$ cat src/rtl/axi_pkg.sv
// ---------------------------------------------------------------------------
// axi_pkg
// Shared definitions for the single-beat AXI write master:
//   - state_t : FSM state encoding (IDLE, ADDR_DATA, RESP, DONE)
//   - OKAY / EXOKAY / SLVERR / DECERR : AXI write response codes
//   - is_busy_state() : states in which a transaction is in flight
// ---------------------------------------------------------------------------
package axi_pkg;

    typedef enum logic [1:0] {
        IDLE      = 2'b00,
        ADDR_DATA = 2'b01,
        RESP      = 2'b10,
        DONE      = 2'b11
    } state_t;

    localparam logic [1:0] OKAY   = 2'b00;
    localparam logic [1:0] EXOKAY = 2'b01;
    localparam logic [1:0] SLVERR = 2'b10;
    localparam logic [1:0] DECERR = 2'b11;

    // Any state other than IDLE holds an accepted command.
    function automatic logic is_busy_state(input state_t s);
        return (s != IDLE);
    endfunction

endpackage

$ cat src/rtl/axi_write_master_if.sv
// ---------------------------------------------------------------------------
// axi_write_master_if
// AXI write-path channels (AW, W, B) for a single-beat master.
//   master modport : drives AWADDR/AWVALID, WDATA/WSTRB/WVALID, BREADY
//                    samples AWREADY, WREADY, BVALID/BRESP
//   slave modport  : the mirror image
// Parameters: ADDR_W (address width), DATA_W (data width, strobe = DATA_W/8).
// ---------------------------------------------------------------------------
interface axi_write_master_if #(
    parameter int ADDR_W = 32,
    parameter int DATA_W = 32
);
    logic [ADDR_W-1:0]   AWADDR;
    logic                AWVALID;
    logic                AWREADY;
    logic [DATA_W-1:0]   WDATA;
    logic [DATA_W/8-1:0] WSTRB;
    logic                WVALID;
    logic                WREADY;
    logic                BVALID;
    logic [1:0]          BRESP;
    logic                BREADY;

    modport master (
        output AWADDR, AWVALID, WDATA, WSTRB, WVALID, BREADY,
        input  AWREADY, WREADY, BVALID, BRESP
    );

    modport slave (
        input  AWADDR, AWVALID, WDATA, WSTRB, WVALID, BREADY,
        output AWREADY, WREADY, BVALID, BRESP
    );
endinterface

$ cat src/rtl/axi_timeout_cnt.sv
// ---------------------------------------------------------------------------
// axi_timeout_cnt
// Watchdog for the write master. Counts enabled ACLK edges after a clear
// and flags expiry once the count reaches TIMEOUT_CYCLES (saturates there).
// Ports: ACLK, ARESET (async active-low), clear (restart from zero, wins
//        over enable), enable (count this edge), expired (count == limit).
// ---------------------------------------------------------------------------
module axi_timeout_cnt #(
    parameter int TIMEOUT_CYCLES = 256
) (
    input  logic ACLK,
    input  logic ARESET,
    input  logic clear,
    input  logic enable,
    output logic expired
);
    localparam int               CNT_W = $clog2(TIMEOUT_CYCLES + 1);
    localparam logic [CNT_W-1:0] LIMIT = CNT_W'(TIMEOUT_CYCLES);

    logic [CNT_W-1:0] cnt_r;

    // Watchdog count: cleared on a new transaction, saturating at LIMIT.
    always_ff @(posedge ACLK or negedge ARESET) begin
        if (!ARESET) begin
            cnt_r <= '0;
        end else if (clear) begin
            cnt_r <= '0;
        end else if (enable && (cnt_r != LIMIT)) begin
            cnt_r <= cnt_r + CNT_W'(1);
        end else begin
            cnt_r <= cnt_r;
        end
    end

    assign expired = (cnt_r == LIMIT);
endmodule

$ cat src/rtl/axi_write_master.sv
// ---------------------------------------------------------------------------
// axi_write_master
// Single-outstanding, single-beat AXI write master. A command accepted in
// IDLE is issued on AW and W concurrently; each channel drops its VALID
// independently after its handshake; once both are done the B response is
// collected and reported with a one-cycle done pulse.
// Ports: ACLK, ARESET (async active-low);
//        cmd_valid/cmd_ready/cmd_addr/cmd_data/cmd_strb : command request;
//        done (1-cycle pulse), resp (held completion code), busy;
//        axi : axi_write_master_if.master (AW/W/B channels).
// Optional: define AXI_WRITE_MASTER_TIMEOUT_EN to add a watchdog that aborts
//           a stalled transaction after TIMEOUT_CYCLES with resp = SLVERR.
// ---------------------------------------------------------------------------
module axi_write_master
    import axi_pkg::*;
#(
    parameter int ADDR_W         = 32,
    parameter int DATA_W         = 32,
    parameter int TIMEOUT_CYCLES = 256
) (
    input  logic                ACLK,
    input  logic                ARESET,
    input  logic                cmd_valid,
    output logic                cmd_ready,
    input  logic [ADDR_W-1:0]   cmd_addr,
    input  logic [DATA_W-1:0]   cmd_data,
    input  logic [DATA_W/8-1:0] cmd_strb,
    output logic                done,
    output logic [1:0]          resp,
    output logic                busy,
    axi_write_master_if.master  axi
);
    state_t              state_r;
    logic [ADDR_W-1:0]   awaddr_r;
    logic [DATA_W-1:0]   wdata_r;
    logic [DATA_W/8-1:0] wstrb_r;
    logic                awvalid_r;
    logic                wvalid_r;
    logic                bready_r;
    logic                cmd_ready_r;
    logic                done_r;
    logic [1:0]          resp_r;
    logic                busy_r;

    logic                capture_s;
    logic                aw_fin_s;
    logic                w_fin_s;
    logic                timeout_s;

    assign capture_s = (state_r == IDLE) && cmd_ready_r && cmd_valid;
    // A channel is finished if it already dropped VALID or handshakes now.
    assign aw_fin_s  = !awvalid_r || axi.AWREADY;
    assign w_fin_s   = !wvalid_r  || axi.WREADY;

`ifdef AXI_WRITE_MASTER_TIMEOUT_EN
    axi_timeout_cnt #(
        .TIMEOUT_CYCLES (TIMEOUT_CYCLES)
    ) u_wdog (
        .ACLK    (ACLK),
        .ARESET  (ARESET),
        .clear   (capture_s),
        .enable  ((state_r == ADDR_DATA) || (state_r == RESP)),
        .expired (timeout_s)
    );
`else
    // Watchdog compiled out: a stalled slave is waited on indefinitely.
    assign timeout_s = (TIMEOUT_CYCLES < 0);
`endif

    // Transaction FSM with all outputs registered.
    always_ff @(posedge ACLK or negedge ARESET) begin
        if (!ARESET) begin
            state_r     <= IDLE;
            awaddr_r    <= '0;
            wdata_r     <= '0;
            wstrb_r     <= '0;
            awvalid_r   <= 1'b0;
            wvalid_r    <= 1'b0;
            bready_r    <= 1'b0;
            cmd_ready_r <= 1'b1;
            done_r      <= 1'b0;
            resp_r      <= OKAY;
            busy_r      <= 1'b0;
        end else begin
            case (state_r)
                IDLE: begin
                    done_r <= 1'b0;
                    if (capture_s) begin
                        awaddr_r    <= cmd_addr;
                        wdata_r     <= cmd_data;
                        wstrb_r     <= cmd_strb;
                        awvalid_r   <= 1'b1;
                        wvalid_r    <= 1'b1;
                        cmd_ready_r <= 1'b0;
                        busy_r      <= 1'b1;
                        state_r     <= ADDR_DATA;
                    end else begin
                        state_r     <= IDLE;
                    end
                end
                ADDR_DATA: begin
                    if (timeout_s) begin
                        awvalid_r <= 1'b0;
                        wvalid_r  <= 1'b0;
                        resp_r    <= SLVERR;
                        done_r    <= 1'b1;
                        state_r   <= DONE;
                    end else begin
                        if (awvalid_r && axi.AWREADY) begin
                            awvalid_r <= 1'b0;
                        end
                        if (wvalid_r && axi.WREADY) begin
                            wvalid_r <= 1'b0;
                        end
                        if (aw_fin_s && w_fin_s) begin
                            bready_r <= 1'b1;
                            state_r  <= RESP;
                        end
                    end
                end
                RESP: begin
                    if (timeout_s) begin
                        bready_r <= 1'b0;
                        resp_r   <= SLVERR;
                        done_r   <= 1'b1;
                        state_r  <= DONE;
                    end else if (axi.BVALID) begin
                        bready_r <= 1'b0;
                        resp_r   <= axi.BRESP;
                        done_r   <= 1'b1;
                        state_r  <= DONE;
                    end else begin
                        state_r  <= RESP;
                    end
                end
                DONE: begin
                    done_r      <= 1'b0;
                    busy_r      <= 1'b0;
                    cmd_ready_r <= 1'b1;
                    state_r     <= IDLE;
                end
                default: begin
                    awvalid_r   <= 1'b0;
                    wvalid_r    <= 1'b0;
                    bready_r    <= 1'b0;
                    done_r      <= 1'b0;
                    busy_r      <= 1'b0;
                    cmd_ready_r <= 1'b1;
                    state_r     <= IDLE;
                end
            endcase
        end
    end

    assign cmd_ready   = cmd_ready_r;
    assign done        = done_r;
    assign resp        = resp_r;
    assign busy        = busy_r && is_busy_state(state_r);
    assign axi.AWADDR  = awaddr_r;
    assign axi.AWVALID = awvalid_r;
    assign axi.WDATA   = wdata_r;
    assign axi.WSTRB   = wstrb_r;
    assign axi.WVALID  = wvalid_r;
    assign axi.BREADY  = bready_r;
endmodule
$ cat src/flat_wrapper.sv
// flat-port wrapper written by rule: the top's interface ports become plain ports
module axi_write_master_flat import axi_pkg::*;
#(
    parameter int ADDR_W         = 32,
    parameter int DATA_W         = 32,
    parameter int TIMEOUT_CYCLES = 256
)
  (ACLK, ARESET, cmd_valid, cmd_ready, cmd_addr, cmd_data, cmd_strb, done, resp, busy, axi_AWADDR, axi_AWVALID, axi_WDATA, axi_WSTRB, axi_WVALID, axi_BREADY, axi_AWREADY, axi_WREADY, axi_BVALID, axi_BRESP);
  axi_write_master_if #(.ADDR_W(ADDR_W), .DATA_W(DATA_W)) axi_i ();
  input  logic ACLK;
  input  logic ARESET;
  input  logic cmd_valid;
  output logic cmd_ready;
  input  logic [ADDR_W-1:0] cmd_addr;
  input  logic [DATA_W-1:0] cmd_data;
  input  logic [DATA_W/8-1:0] cmd_strb;
  output logic done;
  output logic [1:0] resp;
  output logic busy;
  output wire logic [$bits(axi_i.AWADDR)-1:0] axi_AWADDR;
  output wire logic [$bits(axi_i.AWVALID)-1:0] axi_AWVALID;
  output wire logic [$bits(axi_i.WDATA)-1:0] axi_WDATA;
  output wire logic [$bits(axi_i.WSTRB)-1:0] axi_WSTRB;
  output wire logic [$bits(axi_i.WVALID)-1:0] axi_WVALID;
  output wire logic [$bits(axi_i.BREADY)-1:0] axi_BREADY;
  input wire logic [$bits(axi_i.AWREADY)-1:0] axi_AWREADY;
  input wire logic [$bits(axi_i.WREADY)-1:0] axi_WREADY;
  input wire logic [$bits(axi_i.BVALID)-1:0] axi_BVALID;
  input wire logic [$bits(axi_i.BRESP)-1:0] axi_BRESP;
  assign axi_AWADDR = axi_i.AWADDR;
  assign axi_AWVALID = axi_i.AWVALID;
  assign axi_WDATA = axi_i.WDATA;
  assign axi_WSTRB = axi_i.WSTRB;
  assign axi_WVALID = axi_i.WVALID;
  assign axi_BREADY = axi_i.BREADY;
  assign axi_i.AWREADY = axi_AWREADY;
  assign axi_i.WREADY = axi_WREADY;
  assign axi_i.BVALID = axi_BVALID;
  assign axi_i.BRESP = axi_BRESP;
  axi_write_master #(.ADDR_W(ADDR_W), .DATA_W(DATA_W), .TIMEOUT_CYCLES(TIMEOUT_CYCLES)) u_core (.ACLK(ACLK), .ARESET(ARESET), .cmd_valid(cmd_valid), .cmd_ready(cmd_ready), .cmd_addr(cmd_addr), .cmd_data(cmd_data), .cmd_strb(cmd_strb), .done(done), .resp(resp), .busy(busy), .axi(axi_i));
endmodule
$ cat config.mk
export PLATFORM = sky130hd
export DESIGN_NAME = axi_write_master_flat
export DESIGN_NICKNAME = d
export VERILOG_FILES = /design/src/rtl/axi_pkg.sv /design/src/rtl/axi_write_master_if.sv /design/src/rtl/axi_timeout_cnt.sv /design/src/rtl/axi_write_master.sv /design/src/flat_wrapper.sv
export SDC_FILE = /design/constraint.sdc
export NUM_CORES = 1
export LEC_CHECK = 0
export CAP_MARGIN = 20
export CORE_MARGIN = 2
export CORE_UTILIZATION = 36
export DETAILED_ROUTE_END_ITERATION = 12
export PLACE_DENSITY = 0.83
export SLEW_MARGIN = 20
export SYNTH_ARGS = -nofsm -noshare
export SYNTH_HDL_FRONTEND = slang
export SYNTH_SLANG_ARGS = --single-unit
$ cat constraint.sdc
create_clock -name ACLK -period 1.4 [get_ports ACLK]
set_input_delay 0.35 -clock ACLK [delete_from_list [all_inputs] [get_ports ACLK]]
set_output_delay 0.35 -clock ACLK [all_outputs]
set_load 0.02 [all_outputs]
## Yosys cells after proc, flatten, opt, wreduce, memory -nomap -nowiden

Cells that the tools add are included.

| storage, ports and cells | value |
|---|---|
| flip-flop bits (word level) | 78 |
| latch bits | 0 |
| RAM bits | 0 |
| bits in read-only memories | 0 |
| input port bits | 76 |
| output and inout port bits | 76 |
| logic and storage cells | 60 |
| memories kept | 0 |

| cells by class | value |
|---|---|
| add/sub/neg operators | 0 |
| multipliers | 0 |
| divide/modulo/power cells | 0 |
| order comparisons | 0 |
| equality and inequality tests | 8 |
| shift operators | 0 |
| mux-type cells | 17 |
| bitwise operators | 1 |
| reductions and logical operators | 23 |

Operators by type and width:

| cell | number |
|---|---|
| $pmux W1 S2 | 6 |
| $mux W1 | 9 |
| $reduce_and A3 Y1 | 3 |
| $ne A2 B1 Y1 const B | 4 |
| $pmux W2 S4 | 1 |
| $reduce_and A2 Y1 | 4 |
| $reduce_bool A2 Y1 | 4 |
| $logic_and A1 B1 Y1 | 6 |
| $eq A2 B2 Y1 const B | 2 |
| $eq A2 B1 Y1 const B | 1 |
| $logic_not A1 Y1 | 2 |
| $logic_not A2 Y1 | 1 |
| $logic_or A1 B1 Y1 | 2 |
| $mux W2 | 1 |
| $ne A2 B2 Y1 const B | 1 |
| $reduce_or A2 Y1 | 1 |
| $not A1 Y1 | 1 |

## Longest topological paths before layout

| depth | value |
|---|---|
| word-level depth | 5 |
| depth in mapped cells | 7 |
| mapped depth without buffers | 5 |

## Least setup slack after synthesis

Ideal clock, no wire load.

| timing | value |
|---|---|
| path kind | reg2reg |
| from | register u_core.state_r[0] |
| to | register u_core.awaddr_r[12], in the netlist u_core.axi.AWADDR[12] |
| setup time | 0.116 ns |
| arrival time | 1.282 ns |
| data required time | 1.284 ns |
| setup slack | 0.001 ns |
| stages on the path, launching flop included | 8 |
| buffers on the path | 2 |
| clock period less this slack | 1.399 ns |
| path through | dfrtp_1 inv_1 ha_1 nand3_2 buf_2 buf_2 nand2_1 nand2_1 |

| between the ends | value |
|---|---|
| word-level cells in the longest chain between the ends | 4 |

RTL lines:

| what | line | text |
|---|---|---|
| start: declaration | axi_write_master.sv:33 | `state_t state_r;` |
| start signal: assignment | axi_write_master.sv:73 | `state_r <= IDLE;` |
| start signal: assignment | axi_write_master.sv:96 | `state_r <= ADDR_DATA;` |
| start signal: assignment | axi_write_master.sv:98 | `state_r <= IDLE;` |
| $logic_not A2 Y1 (*) | axi_write_master.sv:50, axi_write_master.sv:85 |  |
| $logic_and A1 B1 Y1 (2 in series) | axi_write_master.sv:50 | `assign capture_s = (state_r == IDLE) && cmd_ready_r && cmd_valid;` |
| $reduce_and A2 Y1 (no source line) (*) | -- |  |
| end signal: assignment | axi_write_master.sv:89 | `awaddr_r <= cmd_addr;` |
| end: declaration | axi_write_master.sv:34 | `logic [ADDR_W-1:0] awaddr_r;` |

Every way passes the cells marked *; elsewhere a longest branch is shown, timed or not.
A chain may end at the register's enable or synchronous reset.

## Worst setup path in the final report

| timing | value |
|---|---|
| from | register u_core.state_r[1] |
| to | output port busy |

| between the ends | value |
|---|---|
| word-level cells in the longest chain between the ends | 2 |

RTL lines:

| what | line | text |
|---|---|---|
| $reduce_bool A2 Y1 | axi_pkg.sv:24 | `return (s != IDLE);` |
| $logic_and A1 B1 Y1 | axi_write_master.sv:158 | `assign busy = busy_r && is_busy_state(state_r);` |
| end: declaration | flat_wrapper.sv:19 | `output logic busy;` |

Every way passes these cells.

==> flow_summary.json <==
{
  "outcome": "finished, violations left",
  "failed_checks": "negative setup slack",
  "r2r-start": "u_core.state_r[1]$_DFFE_PN0P_",
  "routed-via-count": 3037,
  "postSynthAreaPerCell_sq_um": 9.27,
  "worst_pin_slew_ns": 0.410,
  "fmaxAchievable_mhz": 638,
  "yosysSeqAreaShare": 0.629,
  "slowest_library_cell_on_the_worst_path": "dfrtp_1",
  "drt_iter0_drc": 71,
  "placement_row_count": 33,
  "path_max_fanout": 2,
  "synth.top_cells.by_count": "nand2_1 (206), dfrtp_1 (77), buf_4 (6)",
  "timing.critical_path.required_ns": 1.05,
  "static-leakage-power_nw": 2.93,
  "clk_latency_ns": 0.34,
  "worst_setup_path_start_kind": "flop",
  "synth.ff_latch_count": 78,
  "worst-r2r-setup-slack_ns": -0.13,
  "core_area_sq_um": 8300,
  "p_int_mw": 7.24,
  "final_antenna_net_count": 0,
  "yosysMostFrequentCell": "nand2_1",
  "synthDistinctLibCells": 25,
  "clockPowerShare": 0.166,
  "yosys_most_used_dff": "dfrtp_1",
  "fillerInstances": 614,
  "die_area_sq_um": 9380,
  "worstPathCellList": "inv_2, ha_4, nor2b_1, buf_4",
  "pre_cts_slack_ns": -0.286,
  "final_core_util": 0.707,
  "fp.dieW_um": 96.9,
  "wire_length_of_the_first_global_routing_pass_mm": 15.9,
  "maxCapViolCount": 0,
  "cts_buffers": 9,
  "sequential_cell_area_sq_um": 1950,
  "ios": 152,
  "fin_setup_tns_ns": -3.08,
  "global_route.overflow_total": 0,
  "busiest_layer": "met2",
  "fin_ws_ns": -0.167,
  "clockBufferDepth": 2,
  "post-route-min-period_ns": 1.57,
  "port_buffers": 151,
  "grt_antenna_before_repair": 0,
  "gr-usage-met2": 0.379,
  "htree_num_levels": 3,
  "report.power.total_mw": 12.2,
  "post_synth_inst_count": 335,
  "start_util": 0.374,
  "place.detailed.hpwl_mm": 5.78,
  "clock-root-buffer": "clkbuf_8",
  "worst_r2r_endpoint": "u_core.axi.WDATA[19]$_DFFE_PN0P_",
  "cts_sinks": 78,
  "finalSetupViolations": 67,
  "pin_count_of_the_biggest_net_entering_global_routing": 79,
  "gr-usage-met1": 0.263,
  "die_height_um": 96.9,
  "cp_slowest_stage_delay_ns": 0.38,
  "combinationalPowerShare": 0.495,
  "total_switching_power_mw": 4.96,
  "cp-end-kind": "output pin",
  "post-route-drc-count": 0,
  "mappedNetlistArea_sq_um": 3100,
  "layout-drive-gt1-share": 0.488,
  "final-max-slew-violation-count": 0,
  "grt.total_usage": 0.214,
  "timing.final.crit_share": 1.12,
  "finalClockSkew_ns": 0.0113,
  "hold_path.class": "input pin to asynchronous set/reset pin",
  "grt_use_met3": 0.0434,
  "synth.largest_area_cell": "dfrtp_1",
  "synth_area_leaders": "dfrtp_1 (62%), nand2_1 (25%), ha_1 (2.0%)",
  "sequentialPowerShare": 0.339,
  "number_of_detailed_route_iterations_in_the_first_pass": 4,
  "synth-edff-count": 0,
  "design.final.nets": 606,
  "rsz_0062_raised_after_global_routing": "true",
  "syn_nets": 416,
  "yosys.area.top_type_share": 0.621,
  "cells_on_worst_reg2reg_path": 9,
  "post_dr_wirelength_cell_um": 16.7,
  "tritoncts": "built",
  "timing.final.hold_violations": 0,
  "first_global_vias": 3149,
  "ir_worst_vdd_v": 0.000981,
  "number_of_vias_per_cell_after_detailed_routing": 4.79,
  "yosys_warnings": 0,
  "clock_pin_transition_on_the_worst_setup_and_hold_timing_paths_ns": 0.08,
  "syn2layout_area_growth_pct": 89.0,
  "area_occupied_by_multi_input_gates_sq_um": 1610,
  "synth-async-reset-ratio": 1.00,
  "finalWeightedCongestion": 0.752,
  "antenna_cells": 0,
  "timing.max_slew.rel_slack": 0.727,
  "power.density_nw_per_um2": 2080,
  "arrival_ns": 1.22,
  "detail_route.wirelength_mm": 10.6,
  "worstSetupPathType": "flop to output pin",
  "sw_frac_of_total": 0.407
}
## per-layer routing
metal	wire length (um)	up-vias	part of all wire
met2	5670	116	0.54
met5	0	-	0
met4	148	0	0.014
met1	4240	1494	0.40
li1	-	1412	-
met3	501	15	0.047
## how the worst max path moves through the flow
stage / startpoint / to / slack [ns]
after floorplan: u_core.state_r[0]$_DFFE_PN0P_ / u_core.axi.AWADDR[12]$_DFFE_PN0P_ / 0.001
final: u_core.state_r[1]$_DFFE_PN0P_ / busy / -0.17
after global routing: u_core.state_r[1]$_DFFE_PN0P_ / busy / -0.23
after global placement: u_core.state_r[0]$_DFFE_PN0P_ / busy / -0.27
after CTS: u_core.state_r[1]$_DFFE_PN0P_ / busy / -0.16
after detailed placement: u_core.state_r[0]$_DFFE_PN0P_ / busy / -0.29
## cell families after synthesis
group                    share of synthesized area
multiplexers                                0.0214
buffers and inverters                       0.0383
AND/OR/NAND/NOR                              0.264
adder cells (fa/ha/maj)                     0.0202
AO/OA/AOI/OAI                               0.0266
flip-flops                                   0.629
## power by group through the flow
stage | clock network (mW) | logic (mW) | registers [mW]
after floorplan | 0 | 1.36 | 5.04
after global placement | 0 | 5.23 | 3.82
after detailed placement | 0 | 5.36 | 3.88
after CTS | 2.06 | 5.57 | 3.87
after global routing | 2.15 | 6.48 | 4.26
final | 2.02 | 6.04 | 4.13
## through the flow
step	area, sq um	hold slack, ns	cells
3_5_place_dp	4800	0.407	591
5_1_grt	5870	0.0585	634
6_report	5870	0.0328	634
4_1_cts	5610	0.0392	629
2_1_floorplan	3100	0.0544	335
3_3_place_gp	4800	0.402	591
## cell usage in the layout (no fill, tap or decap), types with 2 or more instances in the layout
cell type / Yosys / final
a21oi_2: 1 / 3
a31oi_1: 2 / 2
buf_12: 0 / 8
buf_16: 0 / 10
buf_2: 2 / 2
buf_4: 6 / 14
buf_6: 1 / 11
bufinv_16: 0 / 3
clkbuf_16: 0 / 2
clkbuf_2: 0 / 57
clkbuf_8: 0 / 10
clkdlybuf4s15_1: 0 / 12
clkdlybuf4s15_2: 0 / 3
clkdlybuf4s50_1: 0 / 74
dfrtp_1: 77 / 77
ha_1: 5 / 2
ha_4: 0 / 3
inv_1: 5 / 2
inv_2: 0 / 3
mux2_2: 5 / 3
mux2_4: 0 / 2
nand2_1: 206 / 89
nand2_2: 0 / 74
nand2_4: 0 / 43
nor2_1: 3 / 3
nor2b_1: 2 / 2
o21ai_2: 1 / 2
## area by class of cell
| type | instances | share of cell area |
|---|---|---|
| clock buffers | 11 | 0.0241 |
| clock inverters | 4 | 0.0162 |
| inverters | 5 | 0.00320 |
| multi-input cells | 237 | 0.274 |
| flip-flops and latches | 78 | 0.333 |
| well taps | 105 | 0.0224 |
| repair buffers | 194 | 0.327 |
## state kept, by name (all words and copies together) (netlist names)
name and flops:
u_core.done 1, u_core.axi.WSTRB 4, u_core.axi.AWVALID 1, u_core.cmd_ready 1
u_core.axi.AWADDR 32, u_core.state_r 2, u_core.axi.WDATA 32, u_core.axi.BREADY 1
u_core.busy_r 1, u_core.resp 2, u_core.axi.WVALID 1
## critical path: cells and delay by family, from the launching register on
kind / cells / cell delay [ns]
buf+inv: 2 / 0.22
simple gates: 1 / 0.13
fa+ha+maj: 1 / 0.15
flops: 1 / 0.38
## timing repair
item | 4_1_cts | 5_1_grt
setup buffers | 13 | 6
gates resized for setup | 206 | 224
pin swaps | 31 | 83
hold buffers | 0 | 0
cloned | 11 | 3
endpoints found under the setup margin | 146 | 143
Power figures use the tool's default switching activity.
